$ cat config.mk
export PLATFORM = sky130hd
export DESIGN_NAME = seg_scan_ctrl
export DESIGN_NICKNAME = d
export VERILOG_FILES = /design/src/rtl/seg_scan_ctrl.sv
export SDC_FILE = /design/constraint.sdc
export NUM_CORES = 1
export LEC_CHECK = 0
export BUFFER_PORTS_ARGS = -buffer_cell sky130_fd_sc_hd__buf_2
export CAP_MARGIN = 5
export CORE_UTILIZATION = 50
export DETAILED_ROUTE_END_ITERATION = 12
export HOLD_SLACK_MARGIN = 0.06
export PLACE_DENSITY = 0.65
export SYNTH_ARGS = -nofsm -noshare
export SYNTH_HDL_FRONTEND = slang
export SYNTH_SLANG_ARGS = --single-unit
$ cat constraint.sdc
create_clock -name clk -period 3.3 [get_ports clk]
set_input_delay 0.33 -clock clk [delete_from_list [all_inputs] [get_ports clk]]
set_output_delay 0.33 -clock clk [all_outputs]
set_load 0.02 [all_outputs]
$ cat src/rtl/seg_scan_ctrl.sv
// seg_scan_ctrl: time-multiplexed scan controller for a 4-digit seven-segment
// display sharing one seg_7 decoder. A new value is latched into a pending
// buffer on load and promoted to the displayed value only at a frame boundary,
// so a frame never mixes old and new digits. Each slot opens with a blanked
// interval to suppress ghosting while the digit enable switches.
module seg_scan_ctrl #(
    parameter int SCAN_DIV  = 50000,
    parameter int BLANK_CYC = 500
) (
    input  logic        clk,
    input  logic        rst,
    input  logic        load,
    input  logic [15:0] value_in,
    input  logic        lz_en_in,
    output logic [3:0]  seg_num,
    output logic [3:0]  digit_en,
    output logic        frame_done,
    output logic        load_ack
);

    localparam int             TW        = $clog2(SCAN_DIV);
    localparam logic [TW-1:0]  TICK_LAST = TW'(SCAN_DIV - 1);
    localparam logic [TW-1:0]  BLANK_T   = TW'(BLANK_CYC);
    localparam logic [3:0]     CODE_BLANK = 4'hF;

    logic [TW-1:0] tick_q, tick_d;
    logic [1:0]    slot_q, slot_d;
    logic [15:0]   active_val_q, active_val_d;
    logic          active_lz_q, active_lz_d;
    logic [15:0]   pend_val_q, pend_val_d;
    logic          pend_lz_q, pend_lz_d;
    logic          pend_vld_q, pend_vld_d;
    logic [3:0]    seg_num_q, seg_num_d;
    logic [3:0]    digit_en_q, digit_en_d;
    logic          frame_done_q, frame_done_d;
    logic          load_ack_q, load_ack_d;

    logic          last_tick;
    logic          boundary;
    logic [3:0]    zero_mask;
    logic [3:0]    nibble;

    // Bit k is set when digit k and every higher digit are zero; digit 0 is
    // never flagged so an all-zero value still shows a single "0".
    function automatic logic [3:0] lead_zero_mask(input logic [15:0] v);
        logic [3:0] m;
        m[3] = (v[15:12] == 4'h0);
        m[2] = m[3] && (v[11:8] == 4'h0);
        m[1] = m[2] && (v[7:4] == 4'h0);
        m[0] = 1'b0;
        return m;
    endfunction

    // Scan counters and frame-boundary detection.
    always_comb begin
        last_tick = (tick_q == TICK_LAST);
        boundary  = last_tick && (slot_q == 2'd3);
        tick_d    = last_tick ? '0 : tick_q + 1'b1;
        slot_d    = last_tick ? slot_q + 2'd1 : slot_q;
    end

    // Pending/active value handover; a load in the boundary cycle bypasses
    // the pending buffer so it still lands in the next frame.
    always_comb begin
        active_val_d = active_val_q;
        active_lz_d  = active_lz_q;
        pend_val_d   = pend_val_q;
        pend_lz_d    = pend_lz_q;
        pend_vld_d   = pend_vld_q;
        load_ack_d   = 1'b0;
        frame_done_d = boundary;
        if (boundary) begin
            if (load) begin
                active_val_d = value_in;
                active_lz_d  = lz_en_in;
            end else if (pend_vld_q) begin
                active_val_d = pend_val_q;
                active_lz_d  = pend_lz_q;
            end
            load_ack_d = load | pend_vld_q;
            pend_vld_d = 1'b0;
        end else if (load) begin
            pend_val_d = value_in;
            pend_lz_d  = lz_en_in;
            pend_vld_d = 1'b1;
        end
    end

    // Registered outputs computed for the upcoming (slot, tick) position.
    always_comb begin
        zero_mask  = lead_zero_mask(active_val_d);
        nibble     = active_val_d[{slot_d, 2'b00} +: 4];
        digit_en_d = 4'b1111;
        seg_num_d  = CODE_BLANK;
        if (tick_d >= BLANK_T) begin
            digit_en_d = ~(4'b0001 << slot_d);
            seg_num_d  = (active_lz_d && zero_mask[slot_d]) ? CODE_BLANK : nibble;
        end
    end

    // State register; reset discards any pending load without acknowledging.
    always_ff @(posedge clk or posedge rst) begin
        if (rst) begin
            tick_q       <= '0;
            slot_q       <= 2'd0;
            active_val_q <= 16'hFFFF;
            active_lz_q  <= 1'b0;
            pend_val_q   <= 16'h0000;
            pend_lz_q    <= 1'b0;
            pend_vld_q   <= 1'b0;
            seg_num_q    <= CODE_BLANK;
            digit_en_q   <= 4'b1111;
            frame_done_q <= 1'b0;
            load_ack_q   <= 1'b0;
        end else begin
            tick_q       <= tick_d;
            slot_q       <= slot_d;
            active_val_q <= active_val_d;
            active_lz_q  <= active_lz_d;
            pend_val_q   <= pend_val_d;
            pend_lz_q    <= pend_lz_d;
            pend_vld_q   <= pend_vld_d;
            seg_num_q    <= seg_num_d;
            digit_en_q   <= digit_en_d;
            frame_done_q <= frame_done_d;
            load_ack_q   <= load_ack_d;
        end
    end

    assign seg_num    = seg_num_q;
    assign digit_en   = digit_en_q;
    assign frame_done = frame_done_q;
    assign load_ack   = load_ack_q;

endmodule

# Word-level counts from Yosys, hierarchy flattened
# Index checks and enable logic that the tools add are counted.
[totals]
reg_bits = 63
output_inout_bits = 10
[classes]
n_reduce_logical = 9
n_eq_ne = 2
n_mux = 16
n_shift = 2
add_sub_neg = 2
bitwise_logic = 3
n_lt_le_gt_ge = 2
[op_table]
columns = ["operator", "count"]
rows = [
  ["two-way mux 16 bit", 4],
  ["adder 16 x 1 -> 16 bit (second input constant)", 1],
  ["== test 16 bit (second input constant)", 1],
  ["greater-or-equal comparator 16 x 9 -> 1 bit (second input constant)", 1],
  ["indexed part select 16 x 5 -> 4 bit", 1],
  ["zero test 4 bit", 3],
  ["two-way mux 4 bit", 3],
  ["two-way mux 1 bit", 7],
  ["logical AND 1 bit", 4],
  ["NOT 4 bit", 1],
  ["<< shifter 1 x 2 -> 4 bit (first input constant)", 1],
  ["less-than comparator 2 x 3 -> 1 bit (second input constant)", 1],
  ["adder 2 x 1 -> 2 bit (second input constant)", 1],
  ["binary-select mux 1 bit (select 2 bit)", 1],
  ["== test 2 bit (second input constant)", 1],
  ["two-way mux 2 bit", 1],
  ["AND reduction 2 bit", 1],
  ["nonzero test 2 bit", 1],
  ["NOT 1 bit", 1],
  ["OR 1 bit", 1],
]

# Longest topological paths before layout
# Gate-level depths: netlist of the first run.
[logic_depth]
ltp_word = 11
ltp_mapped = 9

# Worst setup path before layout of the first run
# OpenSTA, ideal clock, no wires.
[synth_timing]
kind = "reg2reg"
from = "register tick_q[11]"
to = "register pend_lz_q"
path_stages_with_launch = 8
required_ns = 3.175
setup_slack_ns = 0.775
arrival_time_ns = 2.401
setup_ns = 0.125
path_buffers = 3
cell_sequence = "dfrtp_1 > buf_6 > or4b_4 > or4_1 > buf_2 > nand2_1 > buf_4 > mux2_2"
[synth_via]
elab_chain_cells = 4
[synth_rtl]
columns = ["element", "line", "source"]
rows = [
  ["start: declaration", "26", "logic [TW-1:0] tick_q, tick_d;"],
  ["start signal: assignment", "116", "tick_q <= tick_d;"],
  ["== test 16 bit", "56", "last_tick = (tick_q == TICK_LAST);"],
  ["logical AND 1 bit", "57", "boundary = last_tick && (slot_q == 2'd3);"],
  ["NOT 1 bit (no line)", "--", ""],
  ["AND reduction 2 bit (no line)", "--", ""],
  ["end signal: assignment", "121", "pend_lz_q <= pend_lz_d;"],
  ["end: declaration", "31", "logic pend_lz_q, pend_lz_d;"],
]
# No other way between the ends.
# A chain may end at the register's enable or synchronous reset.

# Worst setup path after layout of the first run
[layout_timing]
from = "register tick_q[11]"
to = "register seg_num_q[3], in the netlist seg_num[3]"
[layout_via]
elab_chain_cells = 11
[layout_rtl]
columns = ["element", "line", "source"]
rows = [
  ["branches (longest 10 deep; another with adder 16 x 1 -> 16 bit)", "--", ""],
  ["two-way mux 4 bit *", "95", "if (tick_d >= BLANK_T) begin"],
  ["via seg_num_d[3]", "33", "logic [3:0] seg_num_q, seg_num_d;"],
  ["end signal: assignment", "123", "seg_num_q <= seg_num_d;"],
  ["end: declaration", "33", ""],
]
# Mark *: on every way through the listed nets, which the timed path passes. The select of a mux whose other input is x is not followed.

==> results.sh, run 1 <==
export IMPL_initialDrtViolationCount=194
export IMPL_port_buffer_count=29
export IMPL_path_common_cell="o21ai_2"
export IMPL_dieHeight_um=82.2
export IMPL_status="finished clean"
export IMPL_dpl_hpwl_mm=4.74
export IMPL_syn_area_per_cell_sq_um=10.6
export IMPL_ant_nets=0
export IMPL_fp_dieW_um=82.2
export IMPL_critical_path_class="flop to flop"
export IMPL_drive_above_1_share=0.313
export IMPL_cts_root_buf="clkbuf_8"
export IMPL_worst_path_max_delay_cell="or4_1"
export IMPL_rsz0062_at_grt="false"
export IMPL_cts_sinks=63
export IMPL_finalSetupTns_ps=0
export IMPL_slew_headroom=0.445
export IMPL_ctsResizeCount=0
export IMPL_yosys_warnings=0
export IMPL_routed_wl_mm=6.97
export IMPL_num_rows=28
export IMPL_first_pass_iters=4
export IMPL_power_density_mw_per_mm2=445
export IMPL_reg2reg_depth=7
export IMPL_ios=30
export IMPL_peakVddDrop_mv=0.272
export IMPL_post_route_period_util=0.856
export IMPL_end_kind="flop"
export IMPL_drc=0
export IMPL_path_max_fanout=14
export IMPL_htree_levels=3
export IMPL_clk_latency_ps=330
export IMPL_drv_cap=0
export IMPL_worstMarginPinSlew_ps=832
export IMPL_timing_hold_ws_ps=164
export IMPL_final_common_cell="dfrtp_1"
export IMPL_coreArea_sq_mm=0.00606
export IMPL_clk_path_buf_depth=2
export IMPL_crit_chain="or4b_4 -> or4_1 -> o21ai_2 -> o21ai_2 -> a2111oi_4 -> a211oi_2 -> nand4_1"
export IMPL_grt_pass1_vias=2339
export IMPL_syn_cell_area_sq_mm=0.00321
export IMPL_cts_tree="built"
export IMPL_p_leak_uw=0.00160
export IMPL_final_cell_mix="39 x dfrtp_1, 33 x nand2_1, 29 x buf_2, 28 x nor2_1, 24 x dfstp_2"
export IMPL_initial_core_util=0.530
export IMPL_grt_antenna_before_repair=0
export IMPL_setup_viol=0
export IMPL_diodes=0
export IMPL_skew_ps=9.42
export IMPL_area_growth_pct=13.5
export IMPL_clk_pin_slew_ps=70
export IMPL_gp_congestion=0.803
export IMPL_synth_seq_area_share=0.500
export IMPL_wire_per_inst_um=16.8
export IMPL_via_per_inst=5.79
export IMPL_gr_usage_all_layers=0.236
export IMPL_synth_edff_count=0
export IMPL_synthCells=304
export IMPL_synth_top_area_frac=0.304
export IMPL_postCtsSetupBuffers=0
export IMPL_ys_seq_elements=63
export IMPL_cpPeakStageDelay_ps=780
export IMPL_grt_pass1_wl_mm=11.8
export IMPL_worstPathArrival_ps=3090
export IMPL_numCtsBuffers=9
export IMPL_num_vias=2398
export IMPL_start_kind="flop"
export IMPL_period_needed_ps=2820
export IMPL_yosys_area_top_type="dfrtp_1"
export IMPL_worst_endpoint_required_ps=3570
export IMPL_synth_nets=326
export IMPL_fin_nets=357
export IMPL_fp_dieArea_sq_mm=0.00675
export IMPL_hold_class="input port to async pin"
export IMPL_synth_area_top_cells="dfrtp_1 30%, dfstp_2 20%, mux2_2 6.3%"
export IMPL_synthArstFlopShare=1.00
export IMPL_hold_buffers=0
export IMPL_drv_slew=0
export IMPL_grt_remaining_overflow=0
export IMPL_grt_max_degree=41
export IMPL_ys_flop_type="dfrtp_1"
export IMPL_synth_cell_types=50
export IMPL_hold_viol=0
export IMPL_clock_fmax_ghz=0.354
-- per-layer routing --
| metal | part of all wire | vias up | GRT usage |
|---|---|---|---|
| li1 | - | 1166 | - |
| met2 | 0.42 | 61 | 0.333 |
| met1 | 0.52 | 1161 | 0.350 |
| met5 | 0 | - | 0 |
| met3 | 0.044 | 10 | 0.0462 |
| met4 | 0.013 | 0 | 0.0965 |
-- Yosys cell counts (2+ instances only) --
master	number
a31oi_1	2
or3_1	2
xor2_1	9
o21ai_0	2
nor3_1	7
or2_2	2
nor4_4	2
or4_1	3
clkbuf_1	14
ha_1	2
nor2_1	28
nand3_1	9
nand4_1	3
xnor2_1	7
dfstp_2	24
a21oi_1	13
a22oi_1	7
nand2_1	33
nor4_1	4
mux2i_1	8
dfrtp_1	39
buf_4	2
nor4b_1	2
mux2_2	18
and3_1	9
nand4b_1	3
and2_1	5
inv_1	6
a32oi_1	15
nor2b_1	2
o21ai_2	2
nand2b_1	2
-- registers in the layout (all words and copies together), names as in the netlist --
signal and flops:
active_lz_q 1, pend_vld_q 1, tick_q 16, active_val_q 16, seg_num 4, pend_val_q 16
digit_en 4, load_ack 1, pend_lz_q 1, frame_done 1, slot_q 2
-- logic make-up after synthesis --
| kind of cell | count (synthesis) | synth area share |
|---|---|---|
| mux | 26 | 0.0880 |
| fa+ha+maj | 2 | 0.00778 |
| xor+xnor | 16 | 0.0436 |
| flops | 63 | 0.500 |
| simple gates | 122 | 0.204 |
| compound gates | 51 | 0.123 |
| buf+inv | 24 | 0.0331 |
-- final timing paths --
path | startpoint | endpoint | slack, ps
setup / recovery | tick_q[11]$_DFF_PP0_ | seg_num[3]$_DFF_PP1_ | 480
hold / removal | rst | tick_q[15]$_DFF_PP0_ | 160
setup reg to reg | tick_q[11]$_DFF_PP0_ | seg_num[3]$_DFF_PP1_ | 480
hold reg to reg | tick_q[0]$_DFF_PP0_ | tick_q[0]$_DFF_PP0_ | 510
max in group asynchronous | rst | digit_en[2]$_DFF_PP1_ | 2360
min in group clk | value_in[7] | pend_val_q[7]$_DFFE_PP0P_ | 240
-- stage by stage --
| step | setup slack [ps] | cell area [sq um] | cells | total power, uW | utilization |
|---|---|---|---|---|---|
| after floorplan | 775 | 3210 | 304 | 873 | - |
| after global placement | 531 | 3440 | 399 | 907 | 0.567 |
| after detailed placement | 475 | 3440 | 399 | 909 | 0.567 |
| after CTS | 476 | 3650 | 414 | 1640 | 0.602 |
| after global routing | 265 | 3650 | 414 | 1680 | 0.602 |
| final | 477 | 3650 | 414 | 1620 | 0.602 |
-- cell type report --
cell class,instances,area [sq um]
Multi-Input combinational cell,217,1500
Timing Repair Buffer,38,213
Tap cell,75,93.8
Inverter,6,22.5
Sequential cell,63,1610
Fill cell,505,2410
Clock inverter,4,70.1
Clock buffer,11,141
-- report_power, final --
part	internal, uW	total, uW	leakage [uW]	switching, uW
clock network	440	728	0.000109	288
logic	37.6	81.7	0.000758	44.1
registers	798	813	0.000736	15.6
total	1270	1620	0.00160	348
-- critical path, delay by kind of cell (launching register included) --
family | cells | cell delay, ps
simple gates | 3 | 1490
flops | 1 | 460
compound gates | 4 | 810
(Power assumes the default switching activity.)
==> run 2: changes to the inputs <==
--- a/config.mk
+++ b/config.mk
@@ -10,7 +10,7 @@
 export CORE_UTILIZATION = 50
 export DETAILED_ROUTE_END_ITERATION = 12
 export HOLD_SLACK_MARGIN = 0.06
-export PLACE_DENSITY = 0.65
+export PLACE_DENSITY = 0.7
 export SYNTH_ARGS = -nofsm -noshare
 export SYNTH_HDL_FRONTEND = slang
 export SYNTH_SLANG_ARGS = --single-unit
==> run 2 against run 1 <==
Clock-buffer cell count increased by 1. Worst hold slack improved by 60 ps. Utilization decreased by 0.72 points. Routed wire length increased by 2.1%. Non-clock buffer count unchanged. Flip-flop and latch count unchanged.
==> results.sh, run 2 (synthesis results as in run 1) <==
export IMPL_dpl_hpwl_mm=5.00
export IMPL_gr_usage_all_layers=0.236
export IMPL_start_kind="flop"
export IMPL_drv_cap=0
export IMPL_reg_largest_list="active_val_q x16, pend_val_q x16, tick_q x16"
export IMPL_clk_pin_slew_ps=70
export IMPL_gp_congestion=0.862
export IMPL_grt_antenna_before_repair=0
export IMPL_fin_ws_ps=497
export IMPL_grt_remaining_overflow=0
export IMPL_clk_path_buf_depth=2
export IMPL_port_buffer_count=29
export IMPL_post_route_period_util=0.850
export IMPL_hold_class="input port to async pin"
export IMPL_r2r_end="seg_num[3]$_DFF_PP1_"
export IMPL_timing_rr_start="tick_q[11]$_DFF_PP0_"
export IMPL_r2r_setup_slack_ps=500
export IMPL_path_max_fanout=14
export IMPL_coreArea_sq_mm=0.00606
export IMPL_period_needed_ps=2800
export IMPL_power_density_mw_per_mm2=410
export IMPL_fin_nets=357
export IMPL_setup_viol=0
export IMPL_initialDrtViolationCount=193
export IMPL_end_kind="flop"
export IMPL_reg2reg_depth=7
export IMPL_grt_pass1_wl_mm=11.7
export IMPL_ios=30
export IMPL_skew_ps=5.46
export IMPL_place_ws_ps=493
export IMPL_numCtsBuffers=9
export IMPL_worstMarginPinSlew_ps=989
export IMPL_dieHeight_um=82.2
export IMPL_routed_wl_mm=7.12
export IMPL_num_rows=28
export IMPL_final_common_cell="dfrtp_1"
export IMPL_final_cell_mix="39 x dfrtp_1, 33 x nand2_1, 29 x buf_2, 28 x nor2_1, 24 x dfstp_2"
export IMPL_critical_path_class="flop to flop"
export IMPL_grt_pass1_vias=2335
export IMPL_clk_latency_ps=340
export IMPL_status="finished clean"
export IMPL_via_per_inst=5.92
export IMPL_cts_sinks=63
export IMPL_cp_startpoint="tick_q[11]$_DFF_PP0_"
export IMPL_drv_slew=0
export IMPL_crit_end="seg_num[3]$_DFF_PP1_"
export IMPL_finalSetupTns_ps=0
export IMPL_drc=0
export IMPL_first_pass_iters=4
export IMPL_htree_levels=3
export IMPL_initial_core_util=0.530
export IMPL_worstPathArrival_ps=3080
export IMPL_worst_endpoint_required_ps=3580
export IMPL_postCtsSetupBuffers=0
export IMPL_hold_viol=0
export IMPL_drive_above_1_share=0.312
export IMPL_num_vias=2457
export IMPL_hold_buffers=0
export IMPL_place_area_sq_mm=0.00344
export IMPL_diodes=0
export IMPL_fp_dieArea_sq_mm=0.00675
export IMPL_grt_max_degree=49
export IMPL_cts_root_buf="clkbuf_8"
export IMPL_clock_fmax_ghz=0.357
export IMPL_rsz0062_at_grt="false"
export IMPL_fp_dieW_um=82.2
export IMPL_p_total_uw=1480
export IMPL_cts_tree="built"
export IMPL_ant_nets=0
export IMPL_peakVddDrop_mv=0.262
export IMPL_wire_per_inst_um=17.1
export IMPL_area_growth_pct=12.1
export IMPL_ctsResizeCount=0
export IMPL_p_leak_uw=0.00158
export IMPL_design_area_sq_mm=0.00360
export IMPL_slew_headroom=0.340
-- run 2: changes by cell type in the layout (fill, tap and decap cells not counted) --
cell / change
clkinv_2: +1
clkinvlp_4: +1
bufinv_16: -2
clkbuf_1: +1
-- run 2: worst min-delay path by stage --
stage                                endpoint  slack (ps)  cells past startpoint
finish                     load_ack$_DFF_PP0_         220                      2
global route        pend_val_q[6]$_DFFE_PP0P_         230                      2
CTS                 pend_val_q[5]$_DFFE_PP0P_         210                      2
detailed placement  pend_val_q[6]$_DFFE_PP0P_         500                      1
global placement          tick_q[0]$_DFF_PP0_         490                      1
floorplan                 tick_q[5]$_DFF_PP0_         470                      1
-- run 2: final cells by class --
cell class	instances	area [sq um]
Clock inverter	4	22.5
Multi-Input combinational cell	217	1500
Clock buffer	12	145
Tap cell	75	93.8
Fill cell	503	2460
Inverter	6	22.5
Sequential cell	63	1610
Timing Repair Buffer	38	213
-- run 2: per-layer routing --
layer | routed length, um | up-vias | part of all wire | track usage
met5 | 0 | - | 0 | 0
met1 | 3510 | 1187 | 0.49 | 0.341
li1 | - | 1176 | - | -
met2 | 3140 | 84 | 0.44 | 0.345
met3 | 367 | 10 | 0.052 | 0.0396
met4 | 96 | 0 | 0.013 | 0.105
-- run 2: worst max-delay path, cell delays in order, from the launching register on --
cell	delay, ps
dfrtp_1	470
or4b_4	600
or4_1	760
o21ai_2	240
o21ai_2	100
a2111oi_4	370
a211oi_2	110
nand4_1	110
-- run 2: where the power goes --
group          switching (uW)  internal (uW)  leakage [uW]
registers                16.6            798      0.000736
clock network             291            289     0.0000861
logic                    45.1           37.6      0.000758
total                     353           1120       0.00158
-- run 2: stage by stage --
stage	cells	hold WS, ps	utilization
CTS	415	215	0.595
detailed placement	399	499	0.567
global placement	399	487	0.567
finish	415	224	0.595
floorplan	304	472	-
global route	415	228	0.595
